==> src/rtl/circuito_exp7.sv <==
`default_nettype none
// ============================================================================
//  Module      : circuito_exp7
//  Description : Genius/Simon memory game controller. A 16x4 sequence memory
//                is shown on four LEDs and repeated on four one-hot buttons,
//                round by round. Mode 1 replays the growing sequence every
//                round; mode 2 shows only round 1 and appends a player-chosen
//                value after each correct round. Includes the control FSM,
//                counters, timers, edge detection and 7-segment debug outputs.
//  Revision    : 1.0 - initial release
// ============================================================================
module circuito_exp7 #(
  parameter int CLOCK_FREQ = 5000,
  parameter int TM         = 1
) (
  input  logic       clock,
  input  logic       reset,
  input  logic       iniciar,
  input  logic [3:0] botoes,
  input  logic       nivel_jogadas,
  input  logic       nivel_tempo,
  input  logic       modo2,
  output logic       ganhou,
  output logic       perdeu,
  output logic       pronto,
  output logic       vez_jogador,
  output logic       nova_jogada,
  output logic [3:0] leds,
  output logic       pulso_buzzer,
  output logic       db_jogada_correta,
  output logic [6:0] db_contagem,
  output logic [6:0] db_memoria,
  output logic [6:0] db_jogada,
  output logic [6:0] db_rodada,
  output logic [6:0] db_estado_lsb,
  output logic [6:0] db_estado_msb,
  output logic       db_nivel_jogadas,
  output logic       db_nivel_tempo,
  output logic       db_clock,
  output logic       db_enderecoIgualRodada,
  output logic       db_timeout
);

  // --------------------------------------------------------------------------
  // Timer limits. Every timer counts from 0 up to (duration - 1).
  // --------------------------------------------------------------------------
  localparam int c_T_MEIO   = CLOCK_FREQ / 2;
  localparam int c_T_MOSTRA = TM * CLOCK_FREQ;
  localparam int c_T_TMO5   = 5 * CLOCK_FREQ;
  localparam int c_T_TMO3   = 3 * CLOCK_FREQ;
  localparam int c_T_MAX    = (c_T_MOSTRA > c_T_TMO5) ? c_T_MOSTRA : c_T_TMO5;
  localparam int c_TW       = $clog2(c_T_MAX + 1);

  localparam logic [c_TW-1:0] c_LIM_MEIO   = c_TW'(c_T_MEIO - 1);
  localparam logic [c_TW-1:0] c_LIM_MOSTRA = c_TW'(c_T_MOSTRA - 1);
  localparam logic [c_TW-1:0] c_LIM_TMO5   = c_TW'(c_T_TMO5 - 1);
  localparam logic [c_TW-1:0] c_LIM_TMO3   = c_TW'(c_T_TMO3 - 1);
  localparam logic [c_TW-1:0] c_TMR_UM     = c_TW'(1);

  // State codes are visible on the debug displays, so they are fixed here.
  typedef enum logic [3:0] {
    S_INICIAL       = 4'h0,
    S_PREPARACAO    = 4'h1,
    S_INICIO_RODADA = 4'h2,
    S_MOSTRA        = 4'h3,
    S_INTERVALO     = 4'h4,
    S_PROX_MOSTRA   = 4'h5,
    S_ESPERA_JOGADA = 4'h6,
    S_REGISTRA      = 4'h7,
    S_COMPARA       = 4'h8,
    S_PROX_JOGADA   = 4'h9,
    S_PROX_RODADA   = 4'hA,
    S_ESPERA_NOVA   = 4'hB,
    S_GRAVA         = 4'hC,
    S_FIM_GANHOU    = 4'hD,
    S_FIM_PERDEU    = 4'hE,
    S_FIM_TIMEOUT   = 4'hF
  } t_estado;

  // Active-low gfedcba hexadecimal display decoder
  function automatic logic [6:0] f_hex7(input logic [3:0] v);
    logic [6:0] s;
    case (v)
      4'h0:    s = 7'b1000000;
      4'h1:    s = 7'b1111001;
      4'h2:    s = 7'b0100100;
      4'h3:    s = 7'b0110000;
      4'h4:    s = 7'b0011001;
      4'h5:    s = 7'b0010010;
      4'h6:    s = 7'b0000010;
      4'h7:    s = 7'b1111000;
      4'h8:    s = 7'b0000000;
      4'h9:    s = 7'b0010000;
      4'hA:    s = 7'b0001000;
      4'hB:    s = 7'b0000011;
      4'hC:    s = 7'b1000110;
      4'hD:    s = 7'b0100001;
      4'hE:    s = 7'b0000110;
      4'hF:    s = 7'b0001110;
      default: s = 7'b1111111;
    endcase
    return s;
  endfunction

  // --------------------------------------------------------------------------
  // Registers and wires
  // --------------------------------------------------------------------------
  t_estado         r_estado;
  logic [3:0]      r_endereco;
  logic [3:0]      r_rodada;
  logic [3:0]      r_jogada;
  logic            r_nivel_jogadas;
  logic            r_nivel_tempo;
  logic            r_modo2;
  logic [c_TW-1:0] r_tmr;        // presentation / pause timer
  logic [c_TW-1:0] r_tmo;        // play timeout counter
  logic            r_timeout;
  logic            r_fase_nova;  // the pending registra belongs to espera_nova
  logic            r_iniciar_ant;
  logic            r_botoes_ant;

  // Power-up contents mirror valores.dat; writes persist across resets.
  logic [3:0] r_mem [16] = '{4'h1, 4'h2, 4'h4, 4'h8, 4'h2, 4'h1, 4'h8, 4'h4,
                             4'h4, 4'h8, 4'h1, 4'h2, 4'h8, 4'h4, 4'h2, 4'h1};

  logic [3:0]      w_mem_dado;
  logic [3:0]      w_end_grava;
  logic            w_inicio;
  logic            w_jogada;
  logic            w_correta;
  logic            w_end_eq_rod;
  logic            w_ultima;
  logic [c_TW-1:0] w_lim_tmo;
  logic [3:0]      w_leds;

  assign w_mem_dado   = r_mem[r_endereco];
  assign w_end_grava  = r_rodada + 4'd1;   // wraps to 0 after round 16
  assign w_inicio     = iniciar & ~r_iniciar_ant;
  assign w_jogada     = (|botoes) & ~r_botoes_ant;
  assign w_correta    = (r_jogada == w_mem_dado);
  assign w_end_eq_rod = (r_endereco == r_rodada);
  assign w_ultima     = r_nivel_jogadas ? (r_rodada == 4'hF) : (r_rodada == 4'h7);
  assign w_lim_tmo    = r_nivel_tempo ? c_LIM_TMO3 : c_LIM_TMO5;

  // Previous-cycle samples of iniciar and any-button for rising-edge detection
  always_ff @(posedge clock or negedge reset) begin
    if (!reset) begin
      r_iniciar_ant <= 1'b0;
      r_botoes_ant  <= 1'b0;
    end else begin
      r_iniciar_ant <= iniciar;
      r_botoes_ant  <= |botoes;
    end
  end

  // Sequence memory write port: new mode-2 value goes after the current round
  always_ff @(posedge clock) begin
    if (r_estado == S_GRAVA) begin
      r_mem[w_end_grava] <= r_jogada;
    end
  end

  // Control FSM together with the counters and timers it steers
  always_ff @(posedge clock or negedge reset) begin
    if (!reset) begin
      r_estado        <= S_INICIAL;
      r_endereco      <= 4'h0;
      r_rodada        <= 4'h0;
      r_jogada        <= 4'h0;
      r_nivel_jogadas <= 1'b0;
      r_nivel_tempo   <= 1'b0;
      r_modo2         <= 1'b0;
      r_tmr           <= '0;
      r_tmo           <= '0;
      r_timeout       <= 1'b0;
      r_fase_nova     <= 1'b0;
    end else begin
      case (r_estado)
        S_INICIAL: begin
          if (w_inicio) r_estado <= S_PREPARACAO;
        end

        S_PREPARACAO: begin
          r_endereco      <= 4'h0;
          r_rodada        <= 4'h0;
          r_jogada        <= 4'h0;
          r_tmr           <= '0;
          r_tmo           <= '0;
          r_timeout       <= 1'b0;
          r_fase_nova     <= 1'b0;
          r_nivel_jogadas <= nivel_jogadas;
          r_nivel_tempo   <= nivel_tempo;
          r_modo2         <= modo2;
          r_estado        <= S_INICIO_RODADA;
        end

        S_INICIO_RODADA: begin
          r_endereco <= 4'h0;
          if (r_tmr == c_LIM_MEIO) begin
            r_tmr    <= '0;
            r_estado <= S_MOSTRA;
          end else begin
            r_tmr <= r_tmr + c_TMR_UM;
          end
        end

        S_MOSTRA: begin
          if (r_tmr == c_LIM_MOSTRA) begin
            r_tmr    <= '0;
            r_estado <= S_INTERVALO;
          end else begin
            r_tmr <= r_tmr + c_TMR_UM;
          end
        end

        S_INTERVALO: begin
          if (r_tmr == c_LIM_MEIO) begin
            r_tmr <= '0;
            if (w_end_eq_rod) begin
              // Presentation done: the player restarts from the first element
              r_endereco <= 4'h0;
              r_tmo      <= '0;
              r_estado   <= S_ESPERA_JOGADA;
            end else begin
              r_estado <= S_PROX_MOSTRA;
            end
          end else begin
            r_tmr <= r_tmr + c_TMR_UM;
          end
        end

        S_PROX_MOSTRA: begin
          r_endereco <= r_endereco + 4'd1;
          r_estado   <= S_MOSTRA;
        end

        S_ESPERA_JOGADA, S_ESPERA_NOVA: begin
          if (w_jogada) begin
            r_estado <= S_REGISTRA;
          end else if (r_tmo == w_lim_tmo) begin
            r_timeout <= 1'b1;
            r_estado  <= S_FIM_TIMEOUT;
          end else begin
            r_tmo <= r_tmo + c_TMR_UM;
          end
        end

        S_REGISTRA: begin
          r_jogada <= botoes;
          r_estado <= r_fase_nova ? S_GRAVA : S_COMPARA;
        end

        S_COMPARA: begin
          if (!w_correta) begin
            r_estado <= S_FIM_PERDEU;
          end else if (!w_end_eq_rod) begin
            r_estado <= S_PROX_JOGADA;
          end else if (r_modo2) begin
            r_fase_nova <= 1'b1;
            r_tmo       <= '0;
            r_estado    <= S_ESPERA_NOVA;
          end else if (w_ultima) begin
            r_estado <= S_FIM_GANHOU;
          end else begin
            r_estado <= S_PROX_RODADA;
          end
        end

        S_PROX_JOGADA: begin
          r_endereco <= r_endereco + 4'd1;
          r_tmo      <= '0;
          r_estado   <= S_ESPERA_JOGADA;
        end

        S_PROX_RODADA: begin
          r_rodada <= r_rodada + 4'd1;
          if (r_modo2) begin
            // Mode 2 skips the presentation after the first round
            r_endereco <= 4'h0;
            r_tmo      <= '0;
            r_estado   <= S_ESPERA_JOGADA;
          end else begin
            r_tmr    <= '0;
            r_estado <= S_INICIO_RODADA;
          end
        end

        S_GRAVA: begin
          r_fase_nova <= 1'b0;
          r_estado    <= w_ultima ? S_FIM_GANHOU : S_PROX_RODADA;
        end

        S_FIM_GANHOU, S_FIM_PERDEU, S_FIM_TIMEOUT: begin
          if (w_inicio) r_estado <= S_PREPARACAO;
        end

        default: r_estado <= S_INICIAL;
      endcase
    end
  end

  // LED source: memory during presentation, button echo otherwise, dark when idle
  always_comb begin
    w_leds = 4'h0;
    if (r_estado == S_MOSTRA) begin
      w_leds = w_mem_dado;
    end else if (r_estado != S_INICIAL) begin
      w_leds = botoes;
    end
  end

  // --------------------------------------------------------------------------
  // Outputs, decoded from the state register
  // --------------------------------------------------------------------------
  assign ganhou       = (r_estado == S_FIM_GANHOU);
  assign perdeu       = (r_estado == S_FIM_PERDEU) || (r_estado == S_FIM_TIMEOUT);
  assign pronto       = (r_estado == S_FIM_GANHOU) || (r_estado == S_FIM_PERDEU) ||
                        (r_estado == S_FIM_TIMEOUT);
  assign vez_jogador  = (r_estado == S_ESPERA_JOGADA);
  assign nova_jogada  = (r_estado == S_ESPERA_NOVA);
  assign leds         = w_leds;
  assign pulso_buzzer = |w_leds;

  assign db_jogada_correta      = w_correta;
  assign db_contagem            = f_hex7(r_endereco);
  assign db_memoria             = f_hex7(w_mem_dado);
  assign db_jogada              = f_hex7(r_jogada);
  assign db_rodada              = f_hex7(r_rodada);
  assign db_estado_lsb          = f_hex7(r_estado);
  assign db_estado_msb          = f_hex7(4'h0);   // state code fits in one nibble
  assign db_nivel_jogadas       = r_nivel_jogadas;
  assign db_nivel_tempo         = r_nivel_tempo;
  assign db_clock               = clock;
  assign db_enderecoIgualRodada = w_end_eq_rod;
  assign db_timeout             = r_timeout;

endmodule
`default_nettype wire

==> config.mk <==
export PLATFORM = sky130hd
export DESIGN_NAME = circuito_exp7
export DESIGN_NICKNAME = d
export VERILOG_FILES = /design/src/rtl/circuito_exp7.sv
export SDC_FILE = /design/constraint.sdc
export NUM_CORES = 1
export LEC_CHECK = 0
export CORE_AREA = 10 10 127 129
export DETAILED_ROUTE_END_ITERATION = 16
export DIE_AREA = 0 0 137 139
export DONT_BUFFER_PORTS = 1
export GPL_ROUTABILITY_DRIVEN = 0
export GPL_TIMING_DRIVEN = 0
export HOLD_SLACK_MARGIN = 0.15
export PLACE_DENSITY = 0.69
export REMOVE_ABC_BUFFERS = 1
export SLEW_MARGIN = 15
export SYNTH_ARGS = -nofsm -noshare
export SYNTH_HDL_FRONTEND = slang
export SYNTH_SLANG_ARGS = --single-unit
==> constraint.sdc <==
create_clock -name clock -period 4.5 [get_ports clock]
set_input_delay 0.45 -clock clock [delete_from_list [all_inputs] [get_ports clock]]
set_output_delay 0.45 -clock clock [all_outputs]
set_load 0.005 [all_outputs]
Yosys cells after proc, flatten, opt, wreduce, memory -nomap -nowiden
Memories as Yosys holds them, arrays and structs flattened.
Index checks and enable logic that the tools add are counted.
Storage, ports and cells
  register bits: 53
  RAM bits: 64
  bits in read-only memories: 560
  input port bits: 10
  word-level logic and storage cells: 135
  memories: 6
Memories
  (name not given): depth 16, bits a word 7, read ports 1, clocked after memory_dff 0, wr ports 0, line 83  | case (v)
  (name not given): depth 16, bits a word 7, read ports 1, clocked after memory_dff 0, wr ports 0, line 83
  (name not given): depth 16, bits a word 7, read ports 1, clocked after memory_dff 0, wr ports 0, line 83
  (name not given): depth 16, bits a word 7, read ports 1, clocked after memory_dff 0, wr ports 0, line 83
  (name not given): depth 16, bits a word 7, read ports 1, clocked after memory_dff 0, wr ports 0, line 83
  r_mem: depth 16, bits a word 4, read ports 1, clocked after memory_dff 0, wr ports 1, line 123  | logic [3:0] r_mem [16] = '{4'h1, 4'h2, 4'h4, 4'h8, 4'h2, 4'h1, 4'h8, 4'h4,
Operators by class
  add/sub/neg operators: 4
  eq/ne operators: 36
  multiplexer cells: 45
  bitwise logic cells: 4
  reduce and logical (&&, ||, !) cells: 27
Operators with widths (count)
  15-bit 2-to-1 mux: 11
  15-bit case mux with 5 select lines: 1
  15-bit case mux with 4 select lines: 1
  4-bit case mux with 12 select lines: 1
  4-bit 2-to-1 mux: 11
  4-bit equality test, second input constant: 9
  15-bit by 1-bit adder with 15-bit output, second input constant: 2
  2-bit inequality test, second input constant: 12
  4-bit by 3-bit equality test with 1-bit output, second input constant: 5
  3-bit 2-to-1 mux: 6
  4-bit case mux with 2 select lines: 2
  4-bit case mux with 4 select lines: 1
  15-bit by 12-bit equality test with 1-bit output, second input constant: 1
  15-bit by 13-bit equality test with 1-bit output, second input constant: 1
  15-bit equality test: 1
  4-bit nonzero test: 3
  2-bit OR reduction: 6
  4-bit OR reduction: 3
  4-bit by 1-bit adder with 4-bit output, second input constant: 2
  4-bit by 2-bit equality test with 1-bit output, second input constant: 2
  4-bit equality test: 2
  1-bit 2-to-1 mux: 8
  4-bit AND reduction: 2
  2-bit nonzero test: 4
  14 further kinds: 19

Logic depth before layout (Yosys ltp)
  depth after elaboration: 7
  depth in mapped cells: 11
  mapped depth without buffers: 9

==> results.toml <==
[status]
status = "finished clean"

[worst_hold_path]
hold_path_depth = 1
holdCritPathClass = "input port to register"
min_from = "modo2"
min_to = "r_modo2"

[final_layout]
antennaDiodeCount = 0
instances_no_fill = 897
fin_nets = 748
syn_to_final_growth_pct = 9.88
fillers = 1131
design_area_mm2 = 0.00802
drive_gt1_share_pct = 10.6

[critical_path]
worstReg2RegStart = "r_endereco[2]"
cp.arrival_ps = 4490
cp_max_fo = 27
r2r_end = "r_tmo[12]"
cp-end-kind = "register"
required_ps = 4810
critPathLaunchType = "register"
reg2reg_depth = 8
crit_type = "register to register"
ff2ff_setup_slack_ps = 320

[die]
rows = 43
ioPinCount = 68
core-area_mm2 = 0.0137
die_w_um = 137
initial_core_util_pct = 53.4
design.die.area_mm2 = 0.0190
die_y_um = 139

[grt]
met2_usage_pct = 31.6
grt_usage_pct = 19.3
grt_pass1_vias = 5422
antenna_found_initial = 1
top_usage_layer = "met2"
grt_overflow_total = 0
grt_use_met1_pct = 23.4
grt_pass1_wl_um = 29400
grt_max_degree = 54
grt.met3_usage_pct = 5.00

[synthesis]
ys_async_sr_fraction_pct = 45.3
syn_area_per_cell_um2 = 10.1
yosysWarnings = 0
synthAdderAreaFrac_pct = 5.83
synth_flop_cell = "edfxtp_1"
seq_area_frac_synth_pct = 44.5
syn_inst = 724
ys_types = 63
synth_edf_count = 64
synth_xor_area_share_pct = 1.44
netlist_area_mm2 = 0.00730
synth_top_family_by_area = "compound AO/OA/AOI/OAI gates"
yosys_register_bits = 117
synth_compound_area_share_pct = 17.6
synth_mux_area_share_pct = 10.4
synth-simple-area-share_pct = 15.3

[sta]
grt_setup_unrepaired = "false"
hold_viol_final = 0
relSlewSlack_pct = 19.9
finClkSkew_ps = 9.31
drv_slew = 0
worstMarginPinSlew_ps = 1200
setup_viol = 0
finalCritPeriodShare_pct = 93.0
fmaxAchievable_mhz = 239
hold_slack_ps = 179
fin_crit_ps = 4180

[clocking]
worstSkewPairLatency_ps = 420
cts-root-buf = "clkbuf_16"
numCtsBuffers = 17
htree_levels = 4
cts_tree = "built"
cts_sinks = 117
path_clk_slew_ps = 50
clockBufferDepth = 2

[pwr]
seqPwrFrac_pct = 44.0
p_clk_share_pct = 55.0
powerDensity_mw_per_mm2 = 320
swShare_pct = 18.8
pwr-share-comb_pct = 1.0
peakVddDrop_uv = 215
p_int_w = 0.00208
p_sw_w = 0.000482
leakagePower_nw = 2.95

[route]
drtIter0Drc = 461
via_count = 5701
routed_via_density = 6.36
wl_um = 18100
ant_nets = 0
first_pass_iters = 6
drt-wirelength-per-cell_um = 20.2
post-route-drc-count = 0

[placement]
hpwl_um = 12500
io_buffers = 0
placed_cells = 860
placed_cell_area_mm2 = 0.00732

[job]
max_cap_violations = 0
[routing by layer]
metal | part of all wire [%] | wire (um)
met4 | 2.6 | 474
met3 | 6.3 | 1140
met2 | 51 | 9300
met1 | 40 | 7180
met5 | 0.072 | 13
[logic make-up after synthesis]
| logic type | count (synthesis) |
|---|---|
| XOR/XNOR | 12 |
| AND/OR/NAND/NOR | 226 |
| adder cells (fa/ha/maj) | 34 |
| multiplexers | 55 |
| other | 2 |
| AO/OA/AOI/OAI | 199 |
| buffers and inverters | 79 |
| flip-flops | 117 |
[critical path: stages (launching register included)]
cell      delay [ps]
dfrtp_1         1070
mux4_2           630
mux2_2           310
nand3_1           90
o21ai_1          110
nor4_4           420
a31oi_1          480
or3_1            650
o311ai_1         300
[what timing repair did]
action / 4_1_cts / 5_1_grt
hold buffers: 5 / 0
buffers inserted: 0 / 0
pin swaps: 0 / 0
hold endpoints to repair: 55 / 0
endpoints found under the setup margin: 12 / 2
resized for setup: 2 / 1
[metrics by stage]
| step | TNS [ps] | setup WS, ps | utilization [%] | total power (W) |
|---|---|---|---|---|
| 2_1_floorplan | 0 | 859 | - | 0.00116 |
| 3_3_place_gp | -2490 | -305 | 53.4 | 0.00116 |
| 3_5_place_dp | -1380 | -240 | 53.6 | 0.00116 |
| 4_1_cts | 0 | 156 | 58.6 | 0.00258 |
| 5_1_grt | 0 | 25.3 | 58.7 | 0.00263 |
| 6_report | 0 | 316 | 58.7 | 0.00257 |
[sequential cells by signal, summed over array words and instances, names as in the netlist, 4 cells and up]
register / count
r_mem: 64
r_tmo: 15
r_tmr: 15
r_endereco: 4
r_estado: 4
r_jogada: 4
r_rodada: 4
[worst max path at each step]
stage	slack [ps]	cells past startpoint	end	startpoint
global route	30	8	r_tmo[12]	r_endereco[2]
global placement	-300	8	r_tmo[7]	r_endereco[3]
detailed placement	-240	8	r_tmo[12]	r_endereco[0]
CTS	160	8	r_tmo[12]	r_endereco[1]
floorplan	860	8	r_tmo[12]	r_endereco[3]
finish	320	8	r_tmo[12]	r_endereco[2]
[synthesized netlist by cell type, types with 3 or more instances]
library cell	number	area [um^2]
nor2_1	72	270
edfxtp_1	64	1920
o21ai_0	63	315
nand2_1	56	210
dfrtp_1	53	1330
a21oi_1	36	180
ha_1	34	425
clkbuf_1	28	105
inv_1	27	101
mux2i_1	27	270
and3_1	23	144
o31ai_1	21	158
a22o_1	20	175
nand3_1	17	85.1
mux4_2	15	338
nor2b_1	13	81.3
mux2_2	12	135
buf_4	9	67.6
o22ai_1	9	56.3
a31oi_1	8	50.1
nand2b_1	8	50.1
nor3_1	7	35.0
xor2_1	7	61.3
buf_1	6	22.5
or2_2	6	37.5
buf_2	5	25.0
xnor2_1	5	43.8
a32o_1	4	40.0
and2_1	4	25.0
o211ai_1	4	30.0
o21ai_1	4	20.0
a41oi_1	3	26.3
nand4_1	3	18.8
nor4b_1	3	26.3
o211a_1	3	30.0
o21a_1	3	22.5
[cells in the final DEF (no fill, tap or decap), types with 20 or more instances in the layout]
master	count
nor2_1	72
edfxtp_1	64
o21ai_0	63
nand2_1	56
dfrtp_1	48
a21oi_1	36
ha_1	34
inv_1	27
mux2i_1	26
and3_1	23
o31ai_1	21
a22o_1	20
[cell type report]
| class | instances | area, um^2 | share of cell area [%] |
|---|---|---|---|
| Clock inverter | 10 | 154 | 1.92 |
| Inverter | 29 | 109 | 1.36 |
| Timing Repair Buffer | 6 | 87.6 | 1.09 |
| Multi-Input combinational cell | 533 | 3720 | 46.4 |
| Tap cell | 180 | 225 | 2.81 |
| Clock buffer | 22 | 464 | 5.79 |
| Sequential cell | 117 | 3250 | 40.6 |
[power by group through the flow]
| stage | logic (W) | registers, W | clock network (W) |
|---|---|---|---|
| after detailed placement | 0.0000110 | 0.00115 | 0 |
| after floorplan | 0.00000945 | 0.00115 | 0 |
| after CTS | 0.0000266 | 0.00113 | 0.00143 |
| final | 0.0000262 | 0.00113 | 0.00141 |
| after global placement | 0.0000110 | 0.00115 | 0 |
| after global routing | 0.0000297 | 0.00113 | 0.00147 |
No activity file was read; power rests on OpenSTA's default activity.
